===== config.mk =====
export PLATFORM = sky130hd
export DESIGN_NAME = ps2_host_tx
export DESIGN_NICKNAME = d
export VERILOG_FILES = /design/src/rtl/ps2_host_tx.sv
export SDC_FILE = /design/constraint.sdc
export NUM_CORES = 1
export LEC_CHECK = 0
export BUFFER_PORTS_ARGS = -buffer_cell sky130_fd_sc_hd__clkbuf_2
export CAP_MARGIN = 30
export CORE_ASPECT_RATIO = 0.75
export CORE_MARGIN = 3
export CORE_UTILIZATION = 35
export CTS_CLUSTER_DIAMETER = 100
export DETAILED_ROUTE_END_ITERATION = 16
export GPL_ROUTABILITY_DRIVEN = 0
export PLACE_DENSITY = 0.53
export SETUP_SLACK_MARGIN = 0.2
export SYNTH_ARGS = -nofsm -noshare
export SYNTH_HDL_FRONTEND = slang
export SYNTH_SLANG_ARGS = --single-unit

===== constraint.sdc =====
create_clock -name clk -period 2.76 [get_ports clk]
set_input_delay 0.138 -clock clk [delete_from_list [all_inputs] [get_ports clk]]
set_output_delay 0.138 -clock clk [all_outputs]
set_load 0.01 [all_outputs]

===== src/rtl/ps2_host_tx.sv =====
// Host-to-device PS/2 transmitter: inhibits the bus, issues a start bit, clocks out
// one odd-parity byte on device clock falls, then checks the device acknowledge.
module ps2_host_tx #(
    parameter int INHIBIT_CYCLES = 2500,
    parameter int TIMEOUT_CYCLES = 375000
) (
    input  logic       clk,
    input  logic       rst_n,
    input  logic       ps2_clk,
    input  logic       ps2_data,
    output logic       ps2_clk_oe,
    output logic       ps2_data_oe,
    input  logic [7:0] tx_data,
    input  logic       tx_valid,
    output logic       tx_ready,
    output logic       tx_busy,
    output logic       tx_done,
    output logic       tx_err
);

    localparam int MAX_CYCLES = (INHIBIT_CYCLES > TIMEOUT_CYCLES) ? INHIBIT_CYCLES : TIMEOUT_CYCLES;
    localparam int TW         = $clog2(MAX_CYCLES + 1);

    localparam logic [TW-1:0] INHIBIT_LAST = TW'(INHIBIT_CYCLES - 1);
    localparam logic [TW-1:0] TIMEOUT_MAX  = TW'(TIMEOUT_CYCLES);

    typedef enum logic [2:0] {
        S_IDLE,
        S_INHIBIT,
        S_START,
        S_SEND,
        S_ACK,
        S_WAITHI
    } state_t;

    state_t        state, state_nx;
    logic [2:0]    clk_sync;
    logic [1:0]    data_sync;
    logic [9:0]    frame, frame_nx;
    logic [3:0]    bit_cnt, bit_cnt_nx;
    logic [TW-1:0] timer, timer_nx;
    logic          drive_low, drive_low_nx;

    logic clk_fall;
    logic clk_s;
    logic data_s;
    logic timed_out;

    // Both PS/2 lines are asynchronous; the clock gets a third stage for edge detection.
    assign clk_fall  = clk_sync[2] & ~clk_sync[1];
    assign clk_s     = clk_sync[1];
    assign data_s    = data_sync[1];
    assign timed_out = (timer == TIMEOUT_MAX);

    // NOTE: only control and datapath registers live here, and every one uses <= so
    // all of them update together from the values present before the edge.
    always_ff @(posedge clk or negedge rst_n) begin
        if (!rst_n) begin
            state     <= S_IDLE;
            clk_sync  <= '1;
            data_sync <= '1;
            frame     <= '0;
            bit_cnt   <= '0;
            timer     <= '0;
            drive_low <= 1'b0;
        end else begin
            state     <= state_nx;
            clk_sync  <= {clk_sync[1:0], ps2_clk};
            data_sync <= {data_sync[0], ps2_data};
            frame     <= frame_nx;
            bit_cnt   <= bit_cnt_nx;
            timer     <= timer_nx;
            drive_low <= drive_low_nx;
        end
    end

    // NOTE: every signal written here is given a default first, so no path through
    // the case statement can leave one unassigned and infer a latch.
    always_comb begin
        state_nx     = state;
        frame_nx     = frame;
        bit_cnt_nx   = bit_cnt;
        timer_nx     = timer;
        drive_low_nx = drive_low;
        tx_done      = 1'b0;
        tx_err       = 1'b0;

        unique case (state)
            S_IDLE: begin
                drive_low_nx = 1'b0;
                if (tx_valid) begin
                    frame_nx   = {1'b1, ~^tx_data, tx_data};
                    bit_cnt_nx = '0;
                    timer_nx   = '0;
                    state_nx   = S_INHIBIT;
                end
            end

            S_INHIBIT: begin
                if (timer == INHIBIT_LAST) begin
                    timer_nx     = '0;
                    drive_low_nx = 1'b1;
                    state_nx     = S_START;
                end else begin
                    timer_nx = timer + 1'b1;
                end
            end

            S_START: begin
                timer_nx = '0;
                state_nx = S_SEND;
            end

            S_SEND, S_ACK, S_WAITHI: begin
                if (timed_out) begin
                    tx_err       = 1'b1;
                    drive_low_nx = 1'b0;
                    state_nx     = S_IDLE;
                end else begin
                    timer_nx = timer + 1'b1;
                    if (state == S_SEND) begin
                        // Frame shifts out LSB first; the tenth bit is the stop bit.
                        if (clk_fall) begin
                            drive_low_nx = ~frame[0];
                            frame_nx     = {1'b0, frame[9:1]};
                            bit_cnt_nx   = bit_cnt + 1'b1;
                            if (bit_cnt == 4'd9) state_nx = S_ACK;
                        end
                    end else if (state == S_ACK) begin
                        if (clk_fall) begin
                            if (!data_s) begin
                                state_nx = S_WAITHI;
                            end else begin
                                tx_err   = 1'b1;
                                state_nx = S_IDLE;
                            end
                        end
                    end else if (clk_s && data_s) begin
                        tx_done  = 1'b1;
                        state_nx = S_IDLE;
                    end
                end
            end

            default: state_nx = S_IDLE;
        endcase
    end

    // Line enables decode straight from state, so an async reset releases both at once.
    assign ps2_clk_oe  = (state == S_INHIBIT) || (state == S_START);
    assign ps2_data_oe = drive_low && ((state == S_START) || (state == S_SEND));
    assign tx_ready    = (state == S_IDLE);
    assign tx_busy     = ~tx_ready;

endmodule


==> summary.txt <==
# setup viols final -> 0
Antenna diode count -> 0
Final hold violation count -> 0
Initial antenna violation count -> 0
R2r worst-path depth -> 5
Max Cap Violations -> 0
Fin nets -> 312
RSZ-0062 raised after global routing -> false
Tmin final -> 2300 ps
Worst-skew pair later-pin latency -> 290 ps
DR vias -> 2,142
Largest net degree at the start of global routing -> 26
Tcrit/Tclk final -> 83.4%
Cells along the critical path -> nor3_2 > nand4b_1 > o41a_1 > nor2_2 > o21ai_1
Synth async-reset ratio -> 100%
H-tree depth -> 2
Vias in the first global route -> 1,962
DR WL/cell -> 15.4 µm
CP Launch Type -> flip-flop
Slew headroom -> 56.6%
Die span in x -> 104 µm
IO buf count -> 18
Min-delay worst type -> in -> reg
I/O pin count -> 19
R2r setup slk -> 460 ps
Worst slew pin tran -> 650 ps
Drc violations -> 0
Primary FF master, synth -> dfrtp_1
Hold_sp -> tx_data[3]
GRT Util Overall -> 15.3%
Distinct cell type count after synthesis -> 61
Final HPWL DP -> 4.47 mm
Row count -> 26
Critical Path AT -> 2460 ps
Power Dens Cells -> 515 mW/mm²
Core Box Area -> 0.00693 mm²
Register area share after synthesis -> 41.6%
DIE HEIGHT -> 79.8 µm
Drt first pass iters -> 4
Synthesized area -> 0.00254 mm²
Min-Delay Endpoint -> frame[3]
Status -> finished clean
FF-to-FF Start -> timer[2]
Worst setup path start -> timer[2]
Post-route non-filler standard cell count -> 394
Slowest cell delay on critical path -> 520 ps
Max-slew violation count -> 0
Critical R2R Capture -> timer[11]
Hold path cells -> 4
Mean Syn Cell Area -> 9.24 µm²
Clock Path Buffers -> 2
Fillers -> 718
Via-to-Cell Ratio -> 5.44
TritonCTS clock tree -> built
Buffers and inverters on the worst path -> 0
Synth-to-layout area growth -> 11.8%
Worst Setup End Kind -> flip-flop
First-pass GRT wire length -> 10.3 mm
Initial Util -> 36.7%
Share of layout cells above drive strength 1 -> 17.9%
Post_cts resized -> 0
Critical path type -> reg -> reg
Setup tns final -> 0 ps
Mapped Nets -> 292
Clk slew on worst S/H paths -> 80 ps
Root Driver -> clkbuf_8
Setup Skew -> 5.17 ps
EDFF count, synth -> 0
Yosys warnings -> 0
Die ar. -> 0.00833 mm²
DR iter-0 viols -> 179
CP top delay family -> simple AND/OR/NAND/NOR gates
Clock sink count -> 42
Synthesized instance count -> 275
WP data required -> 2920 ps
Slowest CP cell -> o41a_1
P_leak -> 1.13 nW
Max VDD drop -> 205 µV
WL final -> 6.05 mm
Post-route ant nets -> 0
Worst hold slack -> 243 ps
Fmax -> 435 MHz
Clock buffer count from CTS -> 5
Cells after DPL -> 383
Number of synthesized register bits -> 42
Total grt overflow -> 0
CP Max Fanout -> 12
-- cells in the final DEF (no fill, tap or decap), drive strengths merged, types with 5 or more instances in the layout --
| master | netlist | routed |
|---|---|---|
| a21oi | 10 | 10 |
| and2 | 5 | 5 |
| and3 | 5 | 5 |
| clkbuf | 4 | 25 |
| dfrtp | 37 | 37 |
| dfstp | 5 | 5 |
| inv | 9 | 9 |
| nand2 | 18 | 18 |
| nand3 | 15 | 15 |
| nor2 | 34 | 34 |
| nor3 | 9 | 9 |
| nor4 | 10 | 10 |
| o21ai | 23 | 23 |
| o221a | 8 | 8 |
| o31ai | 6 | 6 |
| or3 | 5 | 5 |
| xnor2 | 11 | 11 |
-- metrics by stage --
stage	total power, mW	util [%]	setup slack, ps	area [µm²]
after CTS	1.48	41.0	433	2840
after global placement	1.06	39.3	548	2720
after floorplan	0.963	-	869	2540
final	1.46	41.0	459	2840
after detailed placement	1.06	39.3	464	2720
after global routing	1.55	41.0	258	2840
-- synthesized netlist by cell type (3+ instances only) --
cell / instances / area share, %
a21oi_1: 10 / 2.0
a22o_1: 3 / 1.0
and2_1: 5 / 1.2
and3_1: 5 / 1.2
buf_2: 5 / 0.98
clkbuf_1: 3 / 0.44
dfrtp_1: 37 / 36
dfstp_2: 5 / 5.2
ha_1: 4 / 2.0
inv_1: 9 / 1.3
nand2_1: 16 / 2.4
nand3_1: 15 / 3.0
nor2_1: 33 / 4.9
nor2b_1: 3 / 0.74
nor3_1: 8 / 1.6
nor4_1: 10 / 2.5
o21ai_0: 16 / 3.2
o21ai_1: 6 / 1.2
o221a_2: 8 / 3.5
o22ai_1: 4 / 0.98
o31ai_1: 4 / 1.2
or3_1: 5 / 1.2
or4_1: 3 / 0.89
xnor2_1: 11 / 3.8
-- power by group --
group / total (mW) / leakage, nW / switching [mW] / internal (mW)
clock: 0.417 / 0.0482 / 0.215 / 0.202
sequential: 0.778 / 0.526 / 0.0799 / 0.698
combinational: 0.269 / 0.556 / 0.141 / 0.128
-- layer usage --
metal | global-route usage, % | wire, µm
met1 | 23.9 | 3230
met4 | 3.45 | 30
met2 | 21.3 | 2520
met5 | 0 | 0
met3 | 3.31 | 268
-- registers in the layout, indices dropped and copies added (netlist names) --
register / flops
timer: 19
frame: 10
bit_cnt: 4
clk_sync: 3
state: 3
data_sync: 2
drive_low: 1
-- logic make-up (layout without fill, tap and decap cells) --
group | Yosys count | after routing | share of synthesized area (%)
flops | 42 | 42 | 41.6
buf+inv | 21 | 42 | 3.84
fa+ha+maj | 4 | 4 | 1.97
xor+xnor | 12 | 12 | 4.14
simple gates | 121 | 121 | 25.7
compound gates | 75 | 75 | 22.7
-- worst max-delay path by stage --
stage                     end  slack, ps  cells past startpoint
global route        timer[11]        260                      5
detailed placement   timer[2]        460                      5
global placement     timer[4]        550                      5
finish              timer[11]        460                      5
CTS                 timer[11]        430                      5
floorplan            timer[5]        870                      6
-- what timing repair did --
item                       CTS  global route
hold endpoints to repair    21             0
buffers inserted             0             0
hold buffers                 3             0
setup endpoints to repair    0             0
-- worst reg2reg max path: stages, from the launching register on --
cell,delay [ps]
dfrtp_1,450
nor3_2,290
nand4b_1,270
o41a_1,520
nor2_2,490
o21ai_1,150
-- cell type report --
| type | instances | area [µm²] | area share [%] |
|---|---|---|---|
| Inverter | 9 | 33.8 | 1.19 |
| Tap cell | 98 | 123 | 4.32 |
| Clock inverter | 1 | 5.00 | 0.176 |
| Sequential cell | 42 | 1060 | 37.2 |
| Multi-Input combinational cell | 212 | 1390 | 48.8 |
| Clock buffer | 7 | 86.3 | 3.04 |
| Timing Repair Buffer | 25 | 150 | 5.28 |
Power figures use the tool's default switching activity.
